===== config.mk =====
export PLATFORM = sky130hd
export DESIGN_NAME = adat_frame_transmitter
export DESIGN_NICKNAME = d
export VERILOG_FILES = /design/src/rtl/adat_pkg.sv /design/src/rtl/adat_frame_transmitter_nrzi_encoder.sv /design/src/rtl/adat_frame_transmitter.sv
export SDC_FILE = /design/constraint.sdc
export NUM_CORES = 1
export LEC_CHECK = 0
export ABC_AREA = 1
export CAP_MARGIN = 20
export CORE_MARGIN = 4
export CORE_UTILIZATION = 54
export CTS_BUF_LIST = sky130_fd_sc_hd__clkbuf_8
export CTS_CLUSTER_SIZE = 12
export DETAILED_ROUTE_END_ITERATION = 16
export PLACE_DENSITY = 0.9
export REMOVE_ABC_BUFFERS = 1
export SLEW_MARGIN = 25
export SYNTH_ARGS = -nofsm -noshare
export SYNTH_HDL_FRONTEND = slang
export SYNTH_HIERARCHICAL = 1
export SYNTH_SLANG_ARGS = --single-unit
export TNS_END_PERCENT = 30

===== constraint.sdc =====
create_clock -name clk_x4_i -period 10.4 [get_ports clk_x4_i]
set_input_delay 2.08 -clock clk_x4_i [delete_from_list [all_inputs] [get_ports clk_x4_i]]
set_output_delay 2.08 -clock clk_x4_i [all_outputs]
set_load 0.02 [all_outputs]

===== src/rtl/adat_pkg.sv =====
`default_nettype none
// +----------------------------------------------------------------------------+
// | adat_pkg: ADAT frame constants, TX state encoding, bit-position helpers    |
// | Revision: 1.0                                                              |
// +----------------------------------------------------------------------------+
package adat_pkg;

    localparam int ADAT_FRAME_BITS = 256;
    localparam int ADAT_SYNC_ZEROS = 10;
    localparam int ADAT_NUM_CH     = 8;
    localparam int ADAT_SAMPLE_W   = 24;
    localparam int ADAT_NIBBLES    = 48;

    typedef enum logic [1:0] {
        StIdle    = 2'd0,
        StSync    = 2'd1,
        StPayload = 2'd2
    } adat_tx_state_e;

    typedef struct packed {
        logic                              is_payload;
        logic                              is_sep;
        logic [$clog2(ADAT_NIBBLES)-1:0]   nibble;
        logic [1:0]                        nbit;
    } adat_pos_t;

    // Payload region starts at bit 16 as repeating groups of 4 data bits + 1 separator.
    function automatic adat_pos_t adat_bit_pos(input logic [7:0] b);
        adat_pos_t p;
        int        off;
        p   = '0;
        off = 0;
        if (b >= 8'd16) begin
            off          = int'(b) - 16;
            p.is_payload = 1'b1;
            p.nibble     = 6'(off / 5);
            p.is_sep     = ((off % 5) == 4);
            p.nbit       = 2'(off % 5);
        end
        return p;
    endfunction

    function automatic logic [7:0] adat_sample_bit(input logic [5:0] nibble,
                                                   input logic [1:0] nbit);
        int ch;
        int k;
        ch = int'(nibble) / 6;
        k  = int'(nibble) % 6;
        return 8'(ch * ADAT_SAMPLE_W + ADAT_SAMPLE_W - 1 - 4 * k - int'(nbit));
    endfunction

    function automatic logic adat_frame_bit(
        input logic [ADAT_NUM_CH*ADAT_SAMPLE_W-1:0] samples,
        input logic [3:0]                           user,
        input logic [7:0]                           b
    );
        adat_pos_t  pos;
        logic [1:0] uidx;
        logic       bit_v;
        pos   = adat_bit_pos(b);
        uidx  = 2'(8'd14 - b);
        bit_v = 1'b0;
        if (pos.is_payload) begin
            bit_v = pos.is_sep ? 1'b1 : samples[adat_sample_bit(pos.nibble, pos.nbit)];
        end else if (b == 8'(ADAT_SYNC_ZEROS) || b == 8'd15) begin
            bit_v = 1'b1;
        end else if (b > 8'(ADAT_SYNC_ZEROS)) begin
            bit_v = user[uidx];
        end
        return bit_v;
    endfunction

endpackage
`default_nettype wire


===== src/rtl/adat_frame_transmitter_nrzi_encoder.sv =====
`default_nettype none
// +----------------------------------------------------------------------------+
// | nrzi_encoder: line level toggles on every ticked '1' bit                   |
// | Revision: 1.0                                                              |
// +----------------------------------------------------------------------------+
module nrzi_encoder (
    input  logic clk_i,
    input  logic rst_ni,
    input  logic tick_i,
    input  logic bit_i,
    output logic nrzi_o
);

    logic nrzi_q;

    always_ff @(posedge clk_i or negedge rst_ni) begin
        if (!rst_ni) begin
            nrzi_q <= 1'b0;
        end else if (tick_i && bit_i) begin
            nrzi_q <= ~nrzi_q;
        end
    end

    assign nrzi_o = nrzi_q;

endmodule
`default_nettype wire


===== src/rtl/adat_frame_transmitter.sv =====
`default_nettype none
// +----------------------------------------------------------------------------+
// | adat_frame_transmitter: ADAT frame serialiser + NRZI line encoder          |
// | Optional: ADAT_TX_UNDERRUN_CNT_EN adds a saturating underrun counter.      |
// | Revision: 1.0                                                              |
// +----------------------------------------------------------------------------+
module adat_frame_transmitter
    import adat_pkg::*;
#(
    parameter int CLK_DIV = 4,
    parameter int NUM_CH  = 8
) (
    input  logic                                 clk_x4_i,
    input  logic                                 rst_ni,
    input  logic                                 enable_i,
    input  logic [ADAT_NUM_CH*ADAT_SAMPLE_W-1:0] samples_i,
    input  logic [3:0]                           user_i,
    input  logic                                 valid_i,
    output logic                                 ready_o,
    output logic                                 nrzi_o,
    output logic                                 frame_start_o,
    output logic                                 underrun_o
`ifdef ADAT_TX_UNDERRUN_CNT_EN
    ,
    input  logic                                 underrun_clr_i,
    output logic [15:0]                          underrun_cnt_o
`endif
);

    localparam int         DIV_W     = $clog2(CLK_DIV);
    localparam int         SAMP_W    = ADAT_NUM_CH * ADAT_SAMPLE_W;
    localparam logic [7:0] LAST_BIT  = 8'(ADAT_FRAME_BITS - 1);
    localparam logic [7:0] SYNC_LAST = 8'(ADAT_SYNC_ZEROS);

    adat_tx_state_e    state_q, state_d;
    logic [DIV_W-1:0]  div_q;
    logic [7:0]        bit_q, bit_d;
    logic              hold_valid_q;
    logic [SAMP_W-1:0] hold_samples_q, frame_samples_q;
    logic [3:0]        hold_user_q, frame_user_q;
    logic              frame_start_q, underrun_q;
    logic              tick, emit, start, accept, line_bit;

    assign tick   = (div_q == DIV_W'(CLK_DIV - 1));
    assign accept = valid_i && !hold_valid_q;

    // The bit being emitted is the one the counter moves to on this tick.
    assign line_bit = adat_frame_bit(frame_samples_q, frame_user_q, bit_d);

    always_comb begin
        state_d = state_q;
        bit_d   = bit_q;
        emit    = 1'b0;
        start   = 1'b0;
        if (tick) begin
            case (state_q)
                StIdle: begin
                    if (enable_i) begin
                        state_d = StSync;
                        bit_d   = '0;
                        emit    = 1'b1;
                        start   = 1'b1;
                    end
                end
                StSync: begin
                    bit_d = bit_q + 8'd1;
                    emit  = 1'b1;
                    if (bit_q == SYNC_LAST) begin
                        state_d = StPayload;
                    end
                end
                StPayload: begin
                    if (bit_q == LAST_BIT) begin
                        bit_d = '0;
                        if (enable_i) begin
                            state_d = StSync;
                            emit    = 1'b1;
                            start   = 1'b1;
                        end else begin
                            state_d = StIdle;
                        end
                    end else begin
                        bit_d = bit_q + 8'd1;
                        emit  = 1'b1;
                    end
                end
                default: state_d = StIdle;
            endcase
        end
    end

    always_ff @(posedge clk_x4_i or negedge rst_ni) begin
        if (!rst_ni) begin
            state_q         <= StIdle;
            div_q           <= '0;
            bit_q           <= '0;
            hold_valid_q    <= 1'b0;
            hold_samples_q  <= '0;
            hold_user_q     <= '0;
            frame_samples_q <= '0;
            frame_user_q    <= '0;
            frame_start_q   <= 1'b0;
            underrun_q      <= 1'b0;
        end else begin
            div_q         <= div_q + DIV_W'(1);
            state_q       <= state_d;
            bit_q         <= bit_d;
            frame_start_q <= start;
            underrun_q    <= start && !hold_valid_q;
            if (start) begin
                frame_samples_q <= hold_valid_q ? hold_samples_q : '0;
                frame_user_q    <= hold_valid_q ? hold_user_q : '0;
            end
            // A write coinciding with the frame load lands after the old content is taken.
            if (accept) begin
                hold_samples_q <= samples_i;
                hold_user_q    <= user_i;
                hold_valid_q   <= 1'b1;
            end else if (start) begin
                hold_valid_q   <= 1'b0;
            end
        end
    end

    nrzi_encoder u_nrzi (
        .clk_i  (clk_x4_i),
        .rst_ni (rst_ni),
        .tick_i (emit),
        .bit_i  (line_bit),
        .nrzi_o (nrzi_o)
    );

    assign ready_o       = !hold_valid_q;
    assign frame_start_o = frame_start_q;
    assign underrun_o    = underrun_q;

`ifdef ADAT_TX_UNDERRUN_CNT_EN
    logic [15:0] underrun_cnt_q;

    always_ff @(posedge clk_x4_i or negedge rst_ni) begin
        if (!rst_ni) begin
            underrun_cnt_q <= '0;
        end else if (underrun_clr_i) begin
            underrun_cnt_q <= '0;
        end else if (underrun_q && underrun_cnt_q != 16'hFFFF) begin
            underrun_cnt_q <= underrun_cnt_q + 16'd1;
        end
    end

    assign underrun_cnt_o = underrun_cnt_q;
`endif

`ifndef SYNTHESIS
    logic [4:0] zero_run_q;

    always_ff @(posedge clk_x4_i or negedge rst_ni) begin
        if (!rst_ni) begin
            zero_run_q <= '0;
        end else if (emit) begin
            zero_run_q <= line_bit ? 5'd0 : zero_run_q + 5'd1;
        end
    end

    always @(posedge clk_x4_i) begin
        assert (zero_run_q <= 5'(ADAT_SYNC_ZEROS))
            else $error("adat_tx: zero run longer than sync field");
        assert (NUM_CH == ADAT_NUM_CH)
            else $error("adat_tx: NUM_CH must be 8");
        assert (CLK_DIV >= 2 && CLK_DIV <= 16 && (CLK_DIV & (CLK_DIV - 1)) == 0)
            else $error("adat_tx: CLK_DIV must be a power of two in 2..16");
    end
`endif

endmodule
`default_nettype wire


# Word-level counts from Yosys, hierarchy flattened
# Cells that the tools add are included.
[classes]
magnitude_cmp = 4
mul = 1
n_addsub = 8
mux = 29
n_eq_ne = 11
n_reduce_logical = 8
div_mod_pow = 4
bitwise = 1
[op_table]
columns = ["op", "n"]
rows = [
  ["192-bit 2-to-1 mux", 1],
  ["32-bit by 4-bit divider with 32-bit output, second input constant", 1],
  ["7-bit by 4-bit divider with 32-bit output, second input constant", 1],
  ["32-bit by 4-bit == test with 1-bit output, second input constant", 1],
  ["32-bit by 4-bit modulo with 32-bit output, second input constant", 1],
  ["7-bit by 4-bit modulo with 32-bit output, second input constant", 1],
  ["32-bit by 3-bit multiplier with 5-bit output, second input constant", 1],
  ["8-bit by 4-bit == test with 1-bit output, second input constant", 3],
  ["8-bit 2-to-1 mux", 3],
  ["8-bit case mux with 3 select lines", 1],
  ["1-bit 2-to-1 mux", 14],
  ["10-bit 2-to-1 mux", 1],
  ["8-bit by 9-bit less-than comparator with 1-bit output, second input constant", 1],
  ["8-bit by 5-bit subtractor with 9-bit output, second input constant", 1],
  ["8-bit by 1-bit adder with 8-bit output, second input constant", 1],
  ["8-bit by 6-bit adder with 8-bit output, second input constant", 1],
  ["1-bit binary-select mux with 8-bit select", 1],
  ["8-bit == test, second input constant", 1],
  ["8-bit by 5-bit greater-or-equal comparator with 1-bit output, second input constant", 1],
  ["8-bit by 4-bit > comparator with 1-bit output, second input constant", 1],
  ["8-bit by 2-bit subtractor with 8-bit output, second input constant", 1],
  ["8-bit by 3-bit subtractor with 8-bit output", 1],
  ["8-bit subtractor", 1],
  ["2-bit 2-to-1 mux", 3],
  ["18 further kinds", 23],
]
[totals]
output_inout_bits = 4
input_bits = 200
elab_cells = 77
reg_bits = 408

# Depth between registers and ports, before layout
# Gate-level depths: netlist of the first run.
[depth]
ltp_word = 19
ltp_mapped = 90
ltp_nobuf = 90

# Cells and area by module
# The synthesis of the first run kept the hierarchy.
[modules_own_cells]
columns = ["module", "area_each_um2", "cells_per_inst", "seq_area_each_um2", "instances"]
rows = [
  ["adat_frame_transmitter", 20179.4, 2159, 10184.8, 1],
  ["nrzi_encoder", 45.0, 6, 25.0, 1],
]

# Least setup slack after synthesis of the first run
# Ideal clock, no wire load.
[synth_path]
path_type = "input to register"
start = "input port enable_i"
end = "register u_nrzi.nrzi_q (netlist: u_nrzi/nrzi_o)"
slack_ns = -0.861
setup_time_ns = 0.117
path_buffers = 0
arrival_ns = 11.144
t_required_ns = 10.283
stages = 79
cell_sequence = "inv_1 > a21oi_2 > inv_2 > o21ai_2 > ha_1 > inv_1 > nor3_4 > inv_1 > nand2_2 > xor2_4 > nand4_2 > nand2_2 > nand2_1 > nand3_2 > nand2_4 > nand2_4 > nand2_2 > nand2_2 > (+43 left out) > inv_1 > ha_1 > inv_1 > ha_1 > ha_1 > inv_1 > o21bai_1 > xnor2_1 > xnor2_1 > nand4_1 > nand2_1 > nand2_1 > nand3_1 > nand2_1 > inv_1 > nand2_1 > nand2_1 > nand2_1"
[synth_via]
elab_chain_len = 17
word_cells_on_any_way = 34
cone_classes = "add/sub (6); mul (1); div (4); order compare (2); eq/ne (3); mux (16); reduce/logical (2)"
[synth_lines]
columns = ["item", "line_no", "text"]
rows = [
  ["from (decl)", "adat_frame_transmitter.sv:15", "input logic enable_i,"],
  ["8-bit 2-to-1 mux (*)", "adat_frame_transmitter.sv:58", "if (enable_i) begin"],
  ["8-bit case mux with 3 select lines (*)", "adat_frame_transmitter.sv:56", "case (state_q)"],
  ["8-bit 2-to-1 mux (*)", "adat_frame_transmitter.sv:55", "if (tick) begin"],
  ["8-bit by 5-bit subtractor with 9-bit output", "adat_pkg.sv:34", "off = int'(b) - 16;"],
  ["32-bit by 4-bit divider with 32-bit output", "adat_pkg.sv:36", "p.nibble = 6'(off / 5);"],
  ["10-bit 2-to-1 mux", "adat_pkg.sv:33", "if (b >= 8'd16) begin"],
  ["7-bit by 4-bit divider with 32-bit output", "adat_pkg.sv:47", "ch = int'(nibble) / 6;"],
  ["32-bit by 3-bit multiplier with 5-bit output", "adat_pkg.sv:49", "return 8'(ch * ADAT_SAMPLE_W + ADAT_SAMPLE_W - 1 - 4 * k - int'(nbit));"],
  ["(+2 left out)", "n/a", ""],
  ["8-bit subtractor", "adat_pkg.sv:49", ""],
  ["8-bit by 3-bit subtractor with 8-bit output", "adat_pkg.sv:49", ""],
  ["1-bit binary-select mux with 8-bit select", "adat_pkg.sv:64", "bit_v = pos.is_sep ? 1'b1 : samples[adat_sample_bit(pos.nibble, pos.nbit)];"],
  ["1-bit 2-to-1 mux (not written as such)", "adat_pkg.sv:64", ""],
  ["1-bit 2-to-1 mux", "adat_pkg.sv:64", ""],
  ["1-bit 2-to-1 mux (*)", "adat_pkg.sv:63", "if (pos.is_payload) begin"],
  ["via line_bit", "adat_frame_transmitter.sv:42", "logic tick, emit, start, accept, line_bit;"],
  ["1-bit logical AND (*)", "adat_frame_transmitter_nrzi_encoder.sv:19", "end else if (tick_i && bit_i) begin"],
  ["to (signal assigned)", "adat_frame_transmitter_nrzi_encoder.sv:20", "nrzi_q <= ~nrzi_q;"],
  ["to (decl)", "adat_frame_transmitter_nrzi_encoder.sv:14", "logic nrzi_q;"],
]
# Mark *: on every way through the listed nets, which the timed path passes. The rest lies on a longest branch. The select of a mux whose other input is x is not followed.
# A chain may end at the register's enable or synchronous reset.

# Worst setup path in the final report of the first run
# Ends and elaborated chain as after synthesis.

==> flow_summary.json, run 1 <==
{
  "yosysWarnings": 6,
  "cp.depth": 83,
  "holdWs_ns": 0.435,
  "hold_viol": 0,
  "netlist_area_um2": 20200,
  "place_hpwl_um": 35600,
  "vias": 17042,
  "layout_common_cells": "dfrtp_1, nand2_1, o21ai_0",
  "reg2regPathDepth": 85,
  "antenna_left": 0,
  "period_share_pct": 102,
  "cp.required_ns": 10.91,
  "die_area_um2": 40600,
  "cp-start-kind": "input pin",
  "setup_violations": 1,
  "final_common_cell": "dfrtp_1",
  "seq_area_frac_synth_pct": 50.5,
  "rsz0062_at_grt": "true",
  "worstReg2RegEnd": "u_nrzi/nrzi_o",
  "cts_tree": "built",
  "hp-class": "reg2reg",
  "grt_max_degree": 174,
  "cp_num_buf_inv": 18,
  "fin_crit_ns": 10.58,
  "fin_ws_ns": -0.177,
  "core_area_um2": 36800,
  "cp-startpoint": "enable_i",
  "gp_congestion": 0.872,
  "io_pins": 204,
  "cp-endpoint": "u_nrzi/nrzi_o",
  "crit_slowest_cell": "fa_1",
  "r2r_start": "bit_q[0]",
  "synthTopCellsByArea": "dfrtp_1, mux2_2, nand2_1, o21ai_0, nand3_1",
  "cts.sinks": 408,
  "nNetsFinal": 2702,
  "ctsHtreeMaxLevel": 3,
  "wl_um": 55200,
  "yosysUniqueCellTypes": 54,
  "worst_slew_pin_slew_ns": 0.998,
  "seqCellArea_um2": 10200,
  "critPathArrivalTime_ns": 11.09,
  "grt_pass1_vias": 17530,
  "max_freq_ghz": 0.0945,
  "grt_pass1_wl_um": 88500,
  "synth-main-ff-cell": "dfrtp_1",
  "min-delay-start": "div_q[0]",
  "cp_top_family": "simple AND/OR/NAND/NOR gates",
  "r2r_slack_ns": 0.35,
  "crit_fanout": 7,
  "critical_path.most_common_cell": "nand2_4",
  "status": "complete, but fails checks",
  "drc": 0,
  "max-clock-path-buffers": 3,
  "drv_cap": 0,
  "multi_input_area_um2": 9280,
  "synthCells": 2165,
  "violations": "setup timing",
  "ys_ff_latch": 408,
  "die_h_um": 202,
  "start_util_pct": 55.0,
  "end_kind": "flip-flop",
  "drive_above_1_share_pct": 25.2,
  "place.port_buffers": 203,
  "fillers": 2666,
  "first_pass_iters": 6,
  "cts_root_buf": "clkbuf_8",
  "die_x_um": 202,
  "synth.largest_area_cell": "dfrtp_1",
  "antenna_found_initial": 3,
  "gr-total-overflow": 0,
  "grt.total_usage_pct": 26.5,
  "maxSlewHeadroom_pct": 33.1,
  "cts_made_buffers": 68,
  "clkTransAtPathRegs_ns": 0.06,
  "via_per_inst": 5.72,
  "syn_avg_cell_area_um2": 9.34,
  "row_count": 70,
  "drtIter0Drc": 1564,
  "clk_latency_ns": 0.62,
  "synth_edf_count": 0,
  "worstSetupPathType": "in2reg",
  "yosysTopAreaCellShare_pct": 50.5,
  "finalMaxSlewViolations": 0,
  "fin_skew_ns": 0.0382,
  "drt-wirelength-per-cell_um": 18.5,
  "syn2layout_area_growth_pct": 25.3,
  "hold_path_depth": 1,
  "synthArstFlopShare_pct": 100,
  "slowest_delay_ns": 0.51
}
==> how the worst min path moves through the flow <==
stage | endpoint | slack (ns)
3_5_place_dp | div_q[0] | 0.43
3_3_place_gp | div_q[0] | 0.41
5_1_grt | div_q[0] | 0.45
6_report | div_q[0] | 0.44
4_1_cts | div_q[0] | 0.44
2_1_floorplan | div_q[0] | 0.40
==> sequential cells by signal (all words and copies together) (netlist names) <==
signal           count
hold_valid_q         1
div_q                2
state_q              2
hold_user_q          4
u_nrzi/nrzi_o        1
hold_samples_q     192
bit_q                8
frame_user_q         4
frame_samples_q    192
underrun_o           1
frame_start_o        1
==> per-layer routing <==
layer / part of all wire, % / track usage (%) / vias to the layer above
li1: - / - / 7819
met1: 39 / 33.5 / 8284
met2: 49 / 44.1 / 736
met3: 6.9 / 5.64 / 201
met4: 4.8 / 12.1 / 2
met5: 0.024 / 0 / -
==> kinds of logic after synthesis <==
group,count (synthesis),synth area share (%)
muxes,196,10.9
adders and majority gates,35,2.24
buffers and inverters,332,6.27
AOI/OAI and AO/OA,400,10.9
DFF,408,50.5
xor gates and xnor gates,20,0.959
and+or+nand+nor,774,18.2
==> synthesized netlist by cell type, types with 2 or more instances <==
master      n
nand2_1   425
dfrtp_1   408
o21ai_0   290
mux2_2    196
inv_1     185
nand3_1   178
clkbuf_1  104
nor2_1     57
a21oi_1    39
ha_1       33
nand2_2    27
inv_2      19
nand2_4    15
nand4_1    15
a31oi_1    12
nor3_1     12
o211ai_1   12
nand3_2    11
nor2_2     11
xor2_1     10
buf_1       9
buf_2       9
xnor2_1     9
a221oi_1    8
a211oi_1    7
nand3_4     7
o21bai_1    7
o311ai_1    6
nor2_4      4
o21ai_1     4
clkinv_1    3
o21ai_2     3
o41ai_1     3
buf_4       2
fa_1        2
nand4_2     2
nor2_8      2
nor4_1      2
o311ai_0    2
==> worst register-to-register path: cells and delay by family, from the launching register on <==
family	cells	cell delay, ns
compound gates	4	0.44
xor+xnor	2	0.32
fa+ha+maj	11	2.62
buf+inv	16	1.43
flops	1	0.48
simple gates	52	4.70
==> metrics by stage <==
step	cell area [um2]	instances	TNS, ns	setup WS [ns]	util (%)
finish	25300	2977	-0.177	-0.177	68.9
global route	25300	2976	-0.715	-0.715	68.9
CTS	24900	2959	-0.150	-0.150	67.7
detailed placement	23300	2832	-1.60	-1.60	63.5
global placement	23300	2832	-1.14	-1.14	63.5
floorplan	19700	2041	-0.947	-0.947	-
==> timing repair <==
item / 4_1_cts / 5_1_grt
hold endpoints to repair: 0 / 0
pin swaps: 37 / 80
gates resized for setup: 47 / 75
setup endpoints to repair: 1 / 1
buffers inserted: 17 / 18
hold buffers: 0 / 0
==> layout make-up <==
| cell class | instances | share of cell area (%) |
|---|---|---|
| Antenna cell | 2 | 0.0198 |
| Clock buffer | 76 | 4.13 |
| Clock inverter | 34 | 0.677 |
| Inverter | 208 | 3.14 |
| Multi-Input combinational cell | 1425 | 36.6 |
| Sequential cell | 408 | 40.3 |
| Tap cell | 468 | 2.31 |
| Timing Repair Buffer | 356 | 12.8 |
Power of run 1 is not shown: default switching activity piles up to over one toggle a cycle in this logic, so the estimate is an artifact.
==> inputs of run 2 (changes only) <==
- CORE_UTILIZATION: 54 -> 60
- DONT_BUFFER_PORTS: not set -> 1
- SKIP_LAST_GASP: not set -> 1
- SLEW_MARGIN: 25 -> not set
==> flow_summary.json, run 2 (synthesized netlist as in run 1, its figures left out) <==
{
  "status": "complete, but fails checks",
  "violations": "slew limit, setup timing",
  "antenna_left": 0,
  "crit_slowest_cell": "fa_1",
  "critPathArrivalTime_ns": 11.09,
  "io_pins": 204,
  "maxSlewHeadroom_pct": -2.01,
  "setup_tns_ns": -0.172,
  "cp_num_buf_inv": 21,
  "vias": 16392,
  "drc": 0,
  "first_pass_iters": 6,
  "r2r_start": "bit_q[1]",
  "worst_slew_pin_slew_ns": 1.53,
  "cp.depth": 82,
  "nNetsFinal": 2512,
  "grt.total_usage_pct": 28.9,
  "antenna_found_initial": 27,
  "clkTransAtPathRegs_ns": 0.06,
  "gp_congestion": 0.888,
  "layout_common_cells": "dfrtp_1, nand2_1, o21ai_0",
  "drt-wirelength-per-cell_um": 19.5,
  "gr-total-overflow": 0,
  "fillers": 2245,
  "drv_cap": 0,
  "multi_input_area_um2": 9420,
  "final_common_cell": "dfrtp_1",
  "cp.required_ns": 10.91,
  "grt_max_degree": 409,
  "clk_latency_ns": 0.63,
  "slowest_delay_ns": 0.49,
  "rsz0062_at_grt": "true",
  "seqCellArea_um2": 10200,
  "hold_buffers": 0,
  "hold_viol": 0,
  "worstReg2RegEnd": "u_nrzi/nrzi_o",
  "r2r_slack_ns": 0.30,
  "reg2regPathDepth": 84,
  "core_area_um2": 32900,
  "cp-startpoint": "enable_i",
  "end_kind": "flip-flop",
  "cts_tree": "built",
  "cts.sinks": 408,
  "cts_made_buffers": 69,
  "row_count": 66,
  "cp-start-kind": "input pin",
  "hp-class": "reg2reg",
  "place_hpwl_um": 33400,
  "syn2layout_area_growth_pct": 17.1,
  "drtIter0Drc": 1535,
  "max_freq_ghz": 0.0946,
  "fin_skew_ns": 0.0249,
  "top_regs": "frame_samples_q x192, hold_samples_q x192, bit_q x8",
  "setup_violations": 1,
  "fin_ws_ns": -0.172,
  "crit_fanout": 5,
  "drive_above_1_share_pct": 28.8,
  "cp-endpoint": "u_nrzi/nrzi_o",
  "min-delay-start": "div_q[0]",
  "cp_top_family": "simple AND/OR/NAND/NOR gates",
  "die_h_um": 192,
  "place.port_buffers": 0,
  "via_per_inst": 5.89,
  "max-clock-path-buffers": 3,
  "fin_crit_ns": 10.57,
  "die_area_um2": 36700,
  "grt_pass1_vias": 16843,
  "grt_pass1_wl_um": 84900,
  "finalMaxSlewViolations": 37,
  "wl_um": 54400,
  "die_x_um": 192,
  "ctsHtreeMaxLevel": 3,
  "period_share_pct": 102,
  "start_util_pct": 61.5,
  "worstSetupPathType": "in2reg",
  "cts_root_buf": "clkbuf_8"
}
[run 2: metrics by stage]
| step | hold WS [ns] | utilization [%] | std cells | instance area [um2] | setup WS, ns |
|---|---|---|---|---|---|
| final | 0.428 | 72.0 | 2785 | 23700 | -0.172 |
| after global routing | 0.460 | 72.0 | 2777 | 23700 | -0.604 |
| after CTS | 0.430 | 70.0 | 2735 | 23000 | 0.00720 |
| after detailed placement | 0.419 | 64.5 | 2592 | 21200 | -1.12 |
| after global placement | 0.411 | 64.5 | 2592 | 21200 | -0.663 |
| after floorplan | 0.401 | - | 2041 | 19700 | -0.947 |
[run 2: worst min path at each step]
| stage | slack, ns | cells after the start | endpoint |
|---|---|---|---|
| 3_3_place_gp | 0.41 | 1 | div_q[0] |
| 4_1_cts | 0.43 | 1 | div_q[0] |
| 5_1_grt | 0.46 | 1 | div_q[0] |
| 6_report | 0.43 | 1 | div_q[0] |
| 3_5_place_dp | 0.42 | 1 | div_q[0] |
| 2_1_floorplan | 0.40 | 1 | div_q[0] |
[run 2: what timing repair did]
action,CTS,global route
pin swaps,61,87
buffers inserted,27,29
setup endpoints to repair,1,1
hold endpoints to repair,0,0
gates resized for setup,60,96
[run 2: worst register-to-register path: cells and delay by family (launching register included)]
kind            cells  cell delay, ns
buf+inv            17            1.43
flops               1            0.47
simple gates       50            4.63
xor+xnor            2            0.34
fa+ha+maj          12            2.75
compound gates      3            0.42
[run 2: layer usage]
metal,global-route usage [%],vias up,part of all wire (%)
li1,-,7479,-
met1,35.3,8045,38
met2,47.5,674,50
met3,8.54,172,8.0
met4,13.8,22,4.0
met5,0,-,0.23
[run 2: cell type report]
type	instances	area share (%)
sequential	408	43.1
multi-input combinational	1425	39.8
timing repair buffer	165	5.49
clock buffer	81	4.71
inverter	208	3.45
tap	442	2.34
clock inverter	35	0.867
antenna	21	0.222
Power of run 2 is left out for the same reason.
==> RTL change 1, RTL diff (settings of run 1) <==
Build with the macro `ADAT_TX_UNDERRUN_CNT_EN` defined.
--- a/src/rtl/adat_frame_transmitter.sv
+++ b/src/rtl/adat_frame_transmitter.sv
@@ -4,6 +4,8 @@
 // | Optional: ADAT_TX_UNDERRUN_CNT_EN adds a saturating underrun counter.      |
 // | Revision: 1.0                                                              |
 // +----------------------------------------------------------------------------+
+`define ADAT_TX_UNDERRUN_CNT_EN
+
 module adat_frame_transmitter
     import adat_pkg::*;
 #(
Ports: changed (added underrun_clr_i and underrun_cnt_o); port bits go from 204 to 221. The function was not compared with the original's and may differ.
==> RTL change 1 against run 1 <==
- the flow still finishes with violations (negative setup slack)
- via count increased by 3.6%
- area after synthesis grew 2.9%
- highest routed layer is now met4
- cell area rose by 3.6%
- synthesized cell count rose by 4.2%
- worst hold slack lost 0.011 ns
- sequential cell count is 16 higher
- sequential share of layout area rose by 0.11 points
- routed wire length grew 3.2%
- setup slack worse by 0.24 ns
==> RTL change 1: results (changes against run 1) <==
* 0.331 — relative slew slack, about the same
* 0.267 — global-route usage over all layers, +0.00160
* 2961 — cell count after placement, +4.6%
* enable_i — Worst Setup SP
* dfrtp_1 (51%), mux2_2 (11%), nand2_1 (8.5%) — top area cells in the synthesized netlist
* nand2_1 (470), dfrtp_1 (424), o21ai_0 (297) — Synth top cells by count
* 0.510 — fraction of the yosys area taken by sequential cells, +0.00503
* 71 — number of buffers created by CTS, +4.4%
* 3320 um — met3 WL post-DR, -13%
* 3131 — post-layout instance count excluding filler cells, +5.2%
* 53 — number of distinct library cell variants in the gate-level netlist after synthesis, -1.9%
* 35800 um — dpl hpwl, +0.49%
* 0.0438 — GR Layer Usage met3, -0.0126
* 93 — cell count of the worst reg-to-reg path, +9.4%
* 0.0240 mm2 — area after detailed placement, +2.6%
* 0.340 — met1 Resource Use GR, +0.00561
* negative setup slack — violations in the final reports
* 173 — pin count of the biggest net entering global routing, -0.57%
* 0.917 — placer congestion estimate, +5.1%
* 0.242 — share of cells above drive strength 1, -0.00971
* bit_q[1] — R2R Path Start
* finished, violations left — outcome
* nand2_1 — most common cell in the synthesized netlist
* -0.419 ns — crit path setup slack, layout, -0.241 ns
* 0.453 — met2 Resource Use GR, +0.0119
* 18.2 um — average wire per standard cell, -1.9%
* 3.78 mW — comb pwr
* 0 — # diodes, -2
* u_nrzi/nrzi_o — worst setup path endpoint
* 18.3k — number of global-route vias before repair, +4.5%
* 2704 — fillcell total, +1.4%
* 9.23 um2 — average cell area after synthesis, -1.2%
* -0.419 ns — setup_tns, -0.241 ns
* 28700 um — met2 wirelength from detailed routing, +5.9%
* 220 — number of buffers added on ports, +8.4%
* 0.12 ns — worst reg-to-reg setup slack, -0.23 ns
* 1389 — number of DRC violations after detailed-routing iteration 0, -11%
* 0.65 ns — Clk Latency, worst-skew pair, +0.03 ns
* 0 — antenna violations before repair, -3
* 22800 um — total routed wire length on the met1 layer, +5.5%
* clkbuf_8 — CTS root buf
* fa_1 — CP max-delay cell
* 1 — final count of negative-setup-slack endpoints, unchanged
* 90700 um — first-pass GRT wire length, +2.6%
* 11.33 ns — signal arrival time at the worst endpoint, +0.24 ns
* 2810 — final net count, +4.0%
* -2.01 ns — worst setup timing slack at the placement stage, -0.405 ns
* 0.0380 ns — worst-case clock skew, -0.000197 ns
* 5.64 — post-DR vias/cell, -1.5%
* met4 — Top Layer Used
* 0.48 ns — Crit path largest cell delay, -0.03 ns
[RTL change 1: cell count changes in the layout (fill, tap and decap cells not counted), sizes merged, moves of 7 or more]
cell / before / now
a21oi: 41 / 49
a31oi: 12 / 3
clkbuf: 76 / 87
clkdlybuf4s50: 201 / 218
dfrtp: 408 / 424
nand2: 468 / 507
nand3: 196 / 203
o211ai: 12 / 46
o21bai: 8 / 1
o311ai: 8 / 1
[RTL change 1: timing repair]
item                                    in CTS  in global routing
pin swaps                                   60                 56
setup buffers                               41                  8
gates resized for setup                     76                 58
endpoints found under the setup margin       1                  1
[RTL change 1: kinds of logic after synthesis]
| group | synth area share |
|---|---|
| adders and majority gates | 0.0224 |
| AOI/OAI and AO/OA | 0.112 |
| DFF | 0.510 |
| and+or+nand+nor | 0.180 |
| buffers and inverters | 0.0637 |
| muxes | 0.107 |
| xor gates and xnor gates | 0.00583 |
[RTL change 1: worst min path at each step]
stage / endpoint / slack (ns) / startpoint / cells past startpoint
2_1_floorplan: div_q[0] / 0.40 / div_q[0] / 1
5_1_grt: div_q[0] / 0.44 / div_q[0] / 1
6_report: div_q[0] / 0.42 / div_q[0] / 1
4_1_cts: div_q[0] / 0.43 / div_q[0] / 1
3_5_place_dp: div_q[0] / 0.42 / div_q[0] / 1
3_3_place_gp: div_q[0] / 0.41 / div_q[0] / 1
[RTL change 1: cell type report]
cell class                      count  area, um2  area share
Clock inverter                     33        199     0.00758
Timing Repair Buffer              370       3370       0.128
Sequential cell                   424      10600       0.404
Multi-Input combinational cell   1490       9410       0.358
Tap cell                          511        639      0.0243
Inverter                          216        826      0.0314
Clock buffer                       87       1200      0.0456
==> RTL change 2, RTL diff (settings of run 1) <==
Made on the original files. The 3 states of `adat_tx_state_e` get a one-hot encoding in 3 bits.
--- a/src/rtl/adat_pkg.sv
+++ b/src/rtl/adat_pkg.sv
@@ -11,10 +11,10 @@
     localparam int ADAT_SAMPLE_W   = 24;
     localparam int ADAT_NIBBLES    = 48;
 
-    typedef enum logic [1:0] {
-        StIdle    = 2'd0,
-        StSync    = 2'd1,
-        StPayload = 2'd2
+    typedef enum logic [2:0] {
+        StIdle    = 3'b001,
+        StSync    = 3'b010,
+        StPayload = 3'b100
     } adat_tx_state_e;
 
     typedef struct packed {
Function: same outputs for any inputs over 4 cycles, from zero or initial values and one cycle with rst_ni low; so few cycles prove little.
==> RTL change 2 against run 1 <==
- synthesized cell count shrank 0.60%
- register-to-register slack gained 0.02 ns
- area after synthesis down 1.0%
- setup slack got worse by 0.051 ns
- cell area up 0.68%
- first-iteration DRC count is 15% lower
- the run still ends with negative setup slack left
- count of clock-buffer cells in the layout increased by 3
- core utilization rose by 0.80 points
- sequential cell count increased by 1
- routed wire length decreased by 0.14%
- worst hold slack worse by 0.013 ns
- critical path type unchanged
- largest cell class unchanged
==> RTL change 2: results (changes against run 1) <==
* 0.0226 — adder-cell area share of the yosys netlist, +0.000228
* 0.327 — met1 Resource Use GR, -0.00773
* 2700 — final net count, -0.074%
* 0.114 — complex-gate fraction of the synthesized area, +0.00443
* state_q[2] — R2R Path Start
* 1323 — number of DRC violations after detailed-routing iteration 0, -15%
* 2594 — fillcell total, -2.7%
* 0.916 — placer congestion estimate, +5.1%
* 21800 um — total routed wire length on the met1 layer, +0.83%
* 0.0467 — GR Layer Usage met3, -0.00972
* 2152 — Gate Count Post-Synth, -0.60%
* 55100 um — overall routed net length, -0.14%
* dfrtp_1 (51%), mux2_2 (11%), nand2_1 (8.4%) — top area cells in the synthesized netlist
* 0.423 ns — worst hold slack, -0.0126 ns
* finished, violations left — outcome
* -0.228 ns — crit path setup slack, layout, -0.0511 ns
* 0.260 — share of cells above drive strength 1, +0.00787
* 1 — antenna violations before repair, -2
* 17.1k — vias after detailed routing, +0.059%
* 53 — number of distinct library cell variants in the gate-level netlist after synthesis, -1.9%
* 0.441 — met2 Resource Use GR, about the same
* 1 — final count of negative-setup-slack endpoints, unchanged
* 0.00962 — xor and xnor fraction of the mapped netlist area, +0.0000352
* negative setup slack — violations in the final reports
* 0.0232 mm2 — area after detailed placement, -0.45%
==> RTL change 2: cell types whose count changed after synthesis, moves of 9 or more <==
cell | before | now
o21ai_1 | 4 | 40
clkbuf_1 | 104 | 92
nand3_1 | 178 | 146
nor2_1 | 57 | 71
nor3_1 | 12 | 3
nand2_1 | 425 | 447
inv_1 | 185 | 168
==> RTL change 2: cell type report <==
class	count	area share
clock buffers	79	0.0426
clock inverters	35	0.00750
inverters	190	0.0288
multi-input cells	1432	0.363
flip-flops and latches	409	0.401
well taps	468	0.0230
repair buffers	363	0.133
==> RTL change 2: how the worst min path moves through the flow <==
| stage | from | to | cells past startpoint |
|---|---|---|---|
| floorplan | div_q[0] | div_q[0] | 1 |
| global placement | div_q[0] | div_q[0] | 1 |
| detailed placement | div_q[0] | div_q[0] | 1 |
| CTS | div_q[0] | div_q[0] | 1 |
| global route | div_q[0] | div_q[0] | 1 |
| finish | div_q[0] | div_q[0] | 1 |
